===== src/rtl/decimal_entry_to_signed.sv =====
// decimal_entry_to_signed: keypad-style signed decimal entry. Collects up to
// NUM_DIGITS BCD digits plus a sign, converts the magnitude MSD-first with a
// shift-add multiply-accumulate, range-checks against VAL_W two's complement
// and presents the result with a one-cycle val_valid pulse.
// Optional build macro: DEC_ENTRY_SATURATE_EN -- out-of-range results saturate
// to the nearest representable value instead of being forced to zero.
module decimal_entry_to_signed #(
   parameter int unsigned NUM_DIGITS = 3,
   parameter int unsigned VAL_W      = 8
) (
   input  logic             clk,
   input  logic             rst,
   input  logic             digit_valid,
   input  logic [3:0]       digit,
   input  logic             neg_toggle,
   input  logic             clear,
   input  logic             enter,
   output logic [3:0]       bcd_dig0,
   output logic [3:0]       bcd_dig1,
   output logic [3:0]       bcd_dig2,
   output logic             entry_neg,
   output logic             busy,
   output logic [VAL_W-1:0] val,
   output logic             val_valid,
   output logic             overflow
);

   localparam int unsigned DIG_W   = 4;
   localparam int unsigned ACC_W   = $clog2(10 ** NUM_DIGITS);
   localparam int unsigned IDX_W   = (NUM_DIGITS > 1) ? $clog2(NUM_DIGITS) : 1;
   localparam int unsigned CNT_W   = $clog2(NUM_DIGITS + 1);
   localparam int unsigned POS_MAX = (2 ** (VAL_W - 1)) - 1;
   localparam int unsigned NEG_MAX = 2 ** (VAL_W - 1);

   typedef enum logic [1:0] {
      ENTRY   = 2'd0,
      CONVERT = 2'd1,
      DONE    = 2'd2
   } state_t;

   state_t             state, state_nxt;
   logic [DIG_W-1:0]   dig     [NUM_DIGITS];
   logic [DIG_W-1:0]   dig_nxt [NUM_DIGITS];
   logic [CNT_W-1:0]   count, count_nxt;
   logic [IDX_W-1:0]   idx, idx_nxt;
   logic [ACC_W-1:0]   acc, acc_nxt;
   logic [ACC_W-1:0]   acc_mac;
   logic [DIG_W-1:0]   cur_dig;
   logic               neg_nxt;
   logic               busy_nxt;
   logic [VAL_W-1:0]   val_nxt;
   logic               val_valid_nxt;
   logic               overflow_nxt;
   logic [VAL_W-1:0]   ovf_val;

   // Echo the entry buffer to the seven-segment path.
   assign bcd_dig0 = dig[0];
   assign bcd_dig1 = dig[1];
   assign bcd_dig2 = dig[2];

   // Select the digit addressed by the conversion index.
   always_comb begin
      cur_dig = '0;
      for (int i = 0; i < NUM_DIGITS; i++) begin
         if (idx == IDX_W'(i)) cur_dig = dig[i];
      end
   end

   // acc*10 + digit using shifts only; acc < 10^(N-1) here so nothing is lost.
   assign acc_mac = (acc << 3) + (acc << 1) + ACC_W'(cur_dig);

   // Value substituted when the magnitude does not fit the signed range.
`ifdef DEC_ENTRY_SATURATE_EN
   assign ovf_val = entry_neg ? {1'b1, {(VAL_W-1){1'b0}}} : {1'b0, {(VAL_W-1){1'b1}}};
`else
   assign ovf_val = '0;
`endif

   // Next-state and next-value logic for the entry/convert/done sequence.
   always_comb begin
      state_nxt     = state;
      dig_nxt       = dig;
      count_nxt     = count;
      idx_nxt       = idx;
      acc_nxt       = acc;
      neg_nxt       = entry_neg;
      val_nxt       = val;
      overflow_nxt  = overflow;
      val_valid_nxt = 1'b0;

      case (state)
         ENTRY: begin
            if (clear) begin
               for (int i = 0; i < NUM_DIGITS; i++) dig_nxt[i] = '0;
               count_nxt = '0;
               neg_nxt   = 1'b0;
            end else if (enter) begin
               acc_nxt   = '0;
               idx_nxt   = IDX_W'(NUM_DIGITS - 1);
               state_nxt = CONVERT;
            end else if (neg_toggle) begin
               neg_nxt = ~entry_neg;
            end else if (digit_valid && (digit <= 4'd9) && (count < CNT_W'(NUM_DIGITS))) begin
               for (int i = NUM_DIGITS - 1; i > 0; i--) dig_nxt[i] = dig[i-1];
               dig_nxt[0] = digit;
               count_nxt  = count + CNT_W'(1);
            end
         end

         CONVERT: begin
            acc_nxt = acc_mac;
            idx_nxt = idx - IDX_W'(1);
            if (idx == '0) begin
               // Final digit: range-check the completed magnitude now so
               // val/overflow/val_valid become visible together in DONE.
               state_nxt     = DONE;
               val_valid_nxt = 1'b1;
               if (!entry_neg) begin
                  if (32'(acc_mac) <= POS_MAX) begin
                     val_nxt      = VAL_W'(acc_mac);
                     overflow_nxt = 1'b0;
                  end else begin
                     val_nxt      = ovf_val;
                     overflow_nxt = 1'b1;
                  end
               end else begin
                  if (32'(acc_mac) <= NEG_MAX) begin
                     val_nxt      = VAL_W'(0) - VAL_W'(acc_mac);
                     overflow_nxt = 1'b0;
                  end else begin
                     val_nxt      = ovf_val;
                     overflow_nxt = 1'b1;
                  end
               end
            end
         end

         DONE: begin
            for (int i = 0; i < NUM_DIGITS; i++) dig_nxt[i] = '0;
            count_nxt = '0;
            neg_nxt   = 1'b0;
            state_nxt = ENTRY;
         end

         default: begin
            state_nxt = ENTRY;
         end
      endcase

      busy_nxt = (state_nxt != ENTRY);
   end

   // State and datapath registers.
   always_ff @(posedge clk or posedge rst) begin
      if (rst) begin
         state     <= ENTRY;
         for (int i = 0; i < NUM_DIGITS; i++) dig[i] <= '0;
         count     <= '0;
         idx       <= '0;
         acc       <= '0;
         entry_neg <= 1'b0;
         busy      <= 1'b0;
         val       <= '0;
         val_valid <= 1'b0;
         overflow  <= 1'b0;
      end else begin
         state     <= state_nxt;
         for (int i = 0; i < NUM_DIGITS; i++) dig[i] <= dig_nxt[i];
         count     <= count_nxt;
         idx       <= idx_nxt;
         acc       <= acc_nxt;
         entry_neg <= neg_nxt;
         busy      <= busy_nxt;
         val       <= val_nxt;
         val_valid <= val_valid_nxt;
         overflow  <= overflow_nxt;
      end
   end

endmodule


===== config.mk =====
export PLATFORM = sky130hd
export DESIGN_NAME = decimal_entry_to_signed
export DESIGN_NICKNAME = d
export VERILOG_FILES = /design/src/rtl/decimal_entry_to_signed.sv
export SDC_FILE = /design/constraint.sdc
export NUM_CORES = 1
export LEC_CHECK = 0
export BUFFER_PORTS_ARGS = -buffer_cell sky130_fd_sc_hd__clkbuf_2
export CAP_MARGIN = 5
export CORE_MARGIN = 2
export CORE_UTILIZATION = 55
export DETAILED_ROUTE_END_ITERATION = 7
export GPL_TIMING_DRIVEN = 0
export PLACE_DENSITY = 0.77
export REMOVE_ABC_BUFFERS = 1
export SLEW_MARGIN = 20
export SYNTH_ARGS = -nofsm -noshare
export SYNTH_HDL_FRONTEND = slang
export SYNTH_SLANG_ARGS = --single-unit
export TNS_END_PERCENT = 5

===== constraint.sdc =====
create_clock -name clk -period 5.78 [get_ports clk]
set_input_delay 1.156 -clock clk [delete_from_list [all_inputs] [get_ports clk]]
set_output_delay 1.156 -clock clk [all_outputs]
set_load 0.02 [all_outputs]

==> Word-level counts from Yosys, hierarchy flattened <==
Index checks and enable logic that the tools add are counted.
{ "word_totals": {"in_bits": 10, "elab_cells": 78, "output_inout_bits": 24, "register_bits": 39} }
{ "op_classes": {"n_bitwise": 1, "muxes": 35, "n_addsub": 5, "n_eq_ne": 10, "n_reduce_logical": 11, "n_lt_le_gt_ge": 4} }
{ "op_table": {"columns": ["op", "count"], "rows": [
  ["12-bit two-way mux", 4],
  ["8-bit two-way mux", 3],
  ["12-bit one-hot mux with 2 select lines", 1],
  ["2-bit two-way mux", 9],
  ["9-bit two-way mux", 2],
  ["9-bit one-hot mux with 2 select lines", 1],
  ["4-bit two-way mux", 3],
  ["3-bit != test (second input constant)", 4],
  ["2-bit one-hot mux with 2 select lines", 3],
  ["10-bit adder", 1],
  ["10-bit by 4-bit adder with 10-bit output", 1],
  ["10-bit by 7-bit less-or-equal comparator with 1-bit output (second input constant)", 1],
  ["10-bit by 8-bit less-or-equal comparator with 1-bit output (second input constant)", 1],
  ["1-bit two-way mux", 8],
  ["1-bit by 8-bit subtractor with 8-bit output (first input constant)", 1],
  ["3-bit AND reduction", 2],
  ["2-bit nonzero test", 3],
  ["2-bit by 1-bit == test with 1-bit output (second input constant)", 2],
  ["2-bit == test (second input constant)", 2],
  ["4-bit less-or-equal comparator (second input constant)", 1],
  ["2-bit logical NOT", 2],
  ["2-bit != test (second input constant)", 2],
  ["4-bit AND reduction", 1],
  ["2-bit by 1-bit adder with 2-bit output (second input constant)", 1],
  ["other kinds (6)", 7]
]} }

==> Longest topological paths before layout <==
{ "logic_depth": {"depth_word": 8, "mapped_depth": 16, "mapped_depth_nobuf": 16} }

==> Least setup slack after synthesis <==
No wires, ideal clock.
{ "synth_path": {"kind": "register to register", "startpoint": "register idx[0]", "endpoint": "register val[7]", "n_path_buf": 1, "stages_incl_launch_ff": 15, "required_time_ps": 5659, "setup_time_ps": 121, "arrival_ps": 3135, "period_less_slack_ps": 3255, "setup_slack_ps": 2525, "cell_sequence": "dfrtp_1 -> ha_1 -> buf_2 -> nor3_1 -> a21oi_1 -> nor2_1 -> a21oi_1 -> fa_1 -> fa_1 -> nor2b_1 -> nand2_1 -> nor3_1 -> a311oi_1 -> a31o_1 -> a22o_1"} }
{ "synth_between": {"elab_chain_cells": 8, "word_cells_on_any_way": 14, "classes_between": "add/sub: 2; order compare: 2; eq/ne: 2; mux: 6; reduce/logical: 2"} }
{ "synth_rtl": {"columns": ["element", "line", "rtl"], "rows": [
  ["from (decl)", "45", "logic [IDX_W-1:0] idx, idx_nxt;"],
  ["from (signal assigned)", "170", "idx <= idx_nxt;"],
  ["2-bit logical NOT", "65, 113", null],
  ["4-bit two-way mux (3 in a row)", "65", "if (idx == IDX_W'(i)) cur_dig = dig[i];"],
  ["10-bit by 4-bit adder with 10-bit output", "70", "assign acc_mac = (acc << 3) + (acc << 1) + ACC_W'(cur_dig);"],
  ["1-bit by 8-bit subtractor with 8-bit output (tied with other cells)", "128", "val_nxt = VAL_W'(0) - VAL_W'(acc_mac);"],
  ["8-bit two-way mux, on equally long branches", "127, 119", null],
  ["8-bit two-way mux", "118", "if (!entry_neg) begin"],
  ["to (signal assigned)", "174", "val <= val_nxt;"],
  ["to (decl)", "23", "output logic [VAL_W-1:0] val,"]
]} }
Parallel ways exist; a longest one is shown, timed or not.
A chain may end at the register's enable or synchronous reset.

==> Final worst setup path <==
Same ends and word-level chain as after synthesis.

==> key figures <==
Synthesis
  • Post-synth EDFFs: 0
  • Post-synth top flop: dfrtp_1
  • Syn. warnings: 0
  • Most common cell in the netlist: dfrtp_1
  • Post-synth top cells: 39 x dfrtp_1, 32 x inv_1, 23 x o21ai_0
  • Seq/Total Area, Yosys: 0.4180
  • Syn_area_per_cell: 9.491 um2
  • Main area contributors after synthesis: dfrtp_1 42%, ha_1 11%, inv_1 5.1%
  • Gate Count Post-Synth: around 250
  • Unique cell type count in the Yosys netlist: 49
  • Top-area cell type share of the netlist area: 0.4180
  • Post-synthesis cell area: 0.002335 mm2
  • Asr flop ratio synth: 1.000
  • Flops & latches, synth: 39
  • Leading area contributor after synthesis: dfrtp_1

Worst setup path
  • Top Family by Delay on Critical Path: adder cells
  • Crit Reg-Reg Startpoint: idx[0]
  • Crit-path slowest cell: fa_1
  • CP Launch Type: register
  • Cells on worst reg2reg path: 15
  • Req. time, crit path: ~6 ns
  • CP Launch Point: idx[0]
  • Kind of critical path: reg -> reg
  • R2R Setup Slk: roughly 2.1 ns
  • Critical Path Sink Type: register
  • Critical R2R Capture: val[7]
  • Max incr delay on CP: slightly above 0.6 ns
  • CP Buf/Inv Count: 2
  • CP max FO: 4
  • Crit-path cells: inv_1 -> ha_1 -> inv_1 -> nor3_1 -> a21oi_1 -> nor2_1 -> a21oi_1 -> fa_1 -> fa_1 -> nor2b_1 -> nand2_1 -> nor3_1 -> a311oi_1 -> a31o_1 -> a22o_1
  • CP arrival: 3.88 ns

Min path
  • Sink of the worst hold path: val[1]
  • Hold Crit Class: reg -> reg
  • Hold Path Cell Cnt: 2
  • Hold Startpoint: val[1]

STA
  • RSZ-0062 raised after global routing: false
  • Hold Slack: between 0.4 and 0.5 ns
  • Tcrit/Tclk final: 0.6361
  • Clock period minus final worst setup slack: 3.677 ns
  • Peak Freq: 0.2720 GHz
  • Setup WS post-layout: around 2.1 ns
  • Rel. slew slack: 0.3473
  • Final setup fails: 0
  • Worst slew pin tran: 0.9790 ns
  • Setup TNS: 0 ns
  • Clk_skew: 0.007870 ns
  • Pins Over Slew Limit: 0
  • Final hold violation count: 0

Floorplan
  • Die area: 0.004782 mm2
  • Initial core utilization: 0.5795
  • Die width: between 60 and 70 um
  • Core area: 0.004029 mm2
  • Rows: 23
  • Die Height: 69.16 um
  • Io pins: 34

CTS
  • Clk pin slew, worst setup/hold paths: 0.09 ns
  • CTS H-tree lvls: 2
  • CTS tree: done
  • Clock tree buffer depth: 2
  • Post-CTS Resized: 0
  • Clock sink total: 39
  • CTS buffer count: 5
  • Hold_buf cts: 0
  • Setup bufs post-CTS: 0
  • Clock root buffer: clkbuf_8
  • Clk Latency, worst-skew pair: 0.30 ns

Placed design
  • Port Buf Inserts: 33
  • RD Place Congestion: 0.7784
  • Pre-CTS setup slack: 2.152 ns
  • Hpwl dp: about 3700 um

Global route
  • Global-route wire length before repair: 8466 um
  • Total global-route track usage: 0.2192
  • Largest net degree at the start of global routing: 29
  • Number of global-route vias before repair: 1831
  • Antenna violations before repair: 0
  • Grt ovf: 0

Detailed routing
  • Via count: 1836
  • Vias/cell: 5.547
  • Final ANT Viol Nets: 0
  • DRT Pass-1 Iters: 4
  • Remaining DRCs: 0
  • Average wire per standard cell: 14.34 um
  • Final wirelength: approximately 4700 um
  • Iter 0 DRT Violations: 83

Power
  • Power density over the cells: roughly 660 mW/mm2
  • Leakage: 1.305 nW
  • Max VDD drop: 370.2 uV

Finish
  • Nets: 312
  • P&R area growth vs syn: 14.63%
  • Diodes inserted: 0
  • Layout cell share with drive strength beyond 1: 0.1922
  • Fillers: 333

Flow run
  • Max-Cap Viols: 0

Run status
  • Run status: finished clean
[per-layer routing]
metal  GRT usage  share of wire  vias up  wire length, um
li1            -              -      928                -
met3     0.04678          0.033        9              158
met2      0.3654           0.49       32             2329
met4     0.07843          0.018        0               85
met1      0.2810           0.46      867             2171
met5           0              0        -                0
[power breakdown]
part	internal (mW)	switching [mW]	total (mW)
Clock	0.142	0.105	0.247
Combinational	0.398	0.642	1.04
Sequential	0.385	0.0913	0.476
[state kept, by name, summed over array words and instances (netlist names)]
| signal | count |
|---|---|
| val | 8 |
| entry_neg | 1 |
| busy | 1 |
| bcd_dig0 | 4 |
| acc | 9 |
| bcd_dig1 | 4 |
| idx | 2 |
| state | 2 |
| val_valid | 1 |
| count | 2 |
| overflow | 1 |
| bcd_dig2 | 4 |
[how the worst max path moves through the flow]
| stage | to | slack (ns) | cells past startpoint |
|---|---|---|---|
| 6_report | val[7] | 2.10 | 15 |
| 5_1_grt | val[4] | 1.80 | 14 |
| 4_1_cts | val[4] | 2.08 | 15 |
| 3_5_place_dp | val[7] | 2.15 | 15 |
| 3_3_place_gp | val[0] | 2.24 | 15 |
| 2_1_floorplan | val[7] | 2.54 | 15 |
[cell usage in the layout, fill, tap and decap left out, types with 4 or more instances in the layout]
cell / n
nor3_1: 4
o21ai_0: 23
a22o_1: 4
nand2b_1: 5
inv_1: 31
a21oi_1: 11
xor2_1: 4
ha_1: 20
dfrtp_1: 39
clkbuf_2: 33
clkbuf_8: 6
nand2_1: 17
nand3_1: 14
nor2_1: 11
xnor2_1: 7
o21ai_1: 4
[through the flow]
step / instance area [um2] / utilization / power, mW / instances
2_1_floorplan: 2297 / - / 1.254 / 239
3_3_place_gp: 2525 / 0.6267 / 1.483 / 322
3_5_place_dp: 2552 / 0.6335 / 1.526 / 323
4_1_cts: 2674 / 0.6637 / 1.777 / 331
5_1_grt: 2676 / 0.6643 / 1.937 / 331
6_report: 2676 / 0.6643 / 1.763 / 331
[cell families (layout without fill, tap and decap cells)]
| group | Yosys count | after routing | share of synthesized area |
|---|---|---|---|
| buffers and inverters | 40 | 75 | 0.06913 |
| XOR/XNOR | 12 | 12 | 0.04823 |
| AND/OR/NAND/NOR | 65 | 65 | 0.1458 |
| AO/OA/AOI/OAI | 66 | 66 | 0.1860 |
| adder cells (fa/ha/maj) | 22 | 22 | 0.1243 |
| multiplexers | 2 | 2 | 0.008575 |
| flip-flops | 39 | 39 | 0.4180 |
[worst reg2reg max path, cell delays in order, from the launching register on]
cell      delay [ns]
dfrtp_1         0.41
inv_1           0.08
ha_1            0.23
inv_1           0.13
nor3_1          0.06
a21oi_1         0.12
nor2_1          0.05
a21oi_1         0.17
fa_1            0.48
fa_1            0.62
nor2b_1         0.22
nand2_1         0.08
nor3_1          0.34
a311oi_1        0.16
a31o_1          0.22
a22o_1          0.19
[final cells by class]
type	instances	area, um2	share of cell area
inverters	33	123.9	0.04628
multi-input cells	167	1200	0.4483
clock buffers	6	82.58	0.03086
well taps	50	62.56	0.02338
flip-flops and latches	39	975.9	0.3647
clock inverters	2	38.79	0.01449
repair buffers	34	192.7	0.07200
Note: power is estimated with default switching activity, not from simulation.
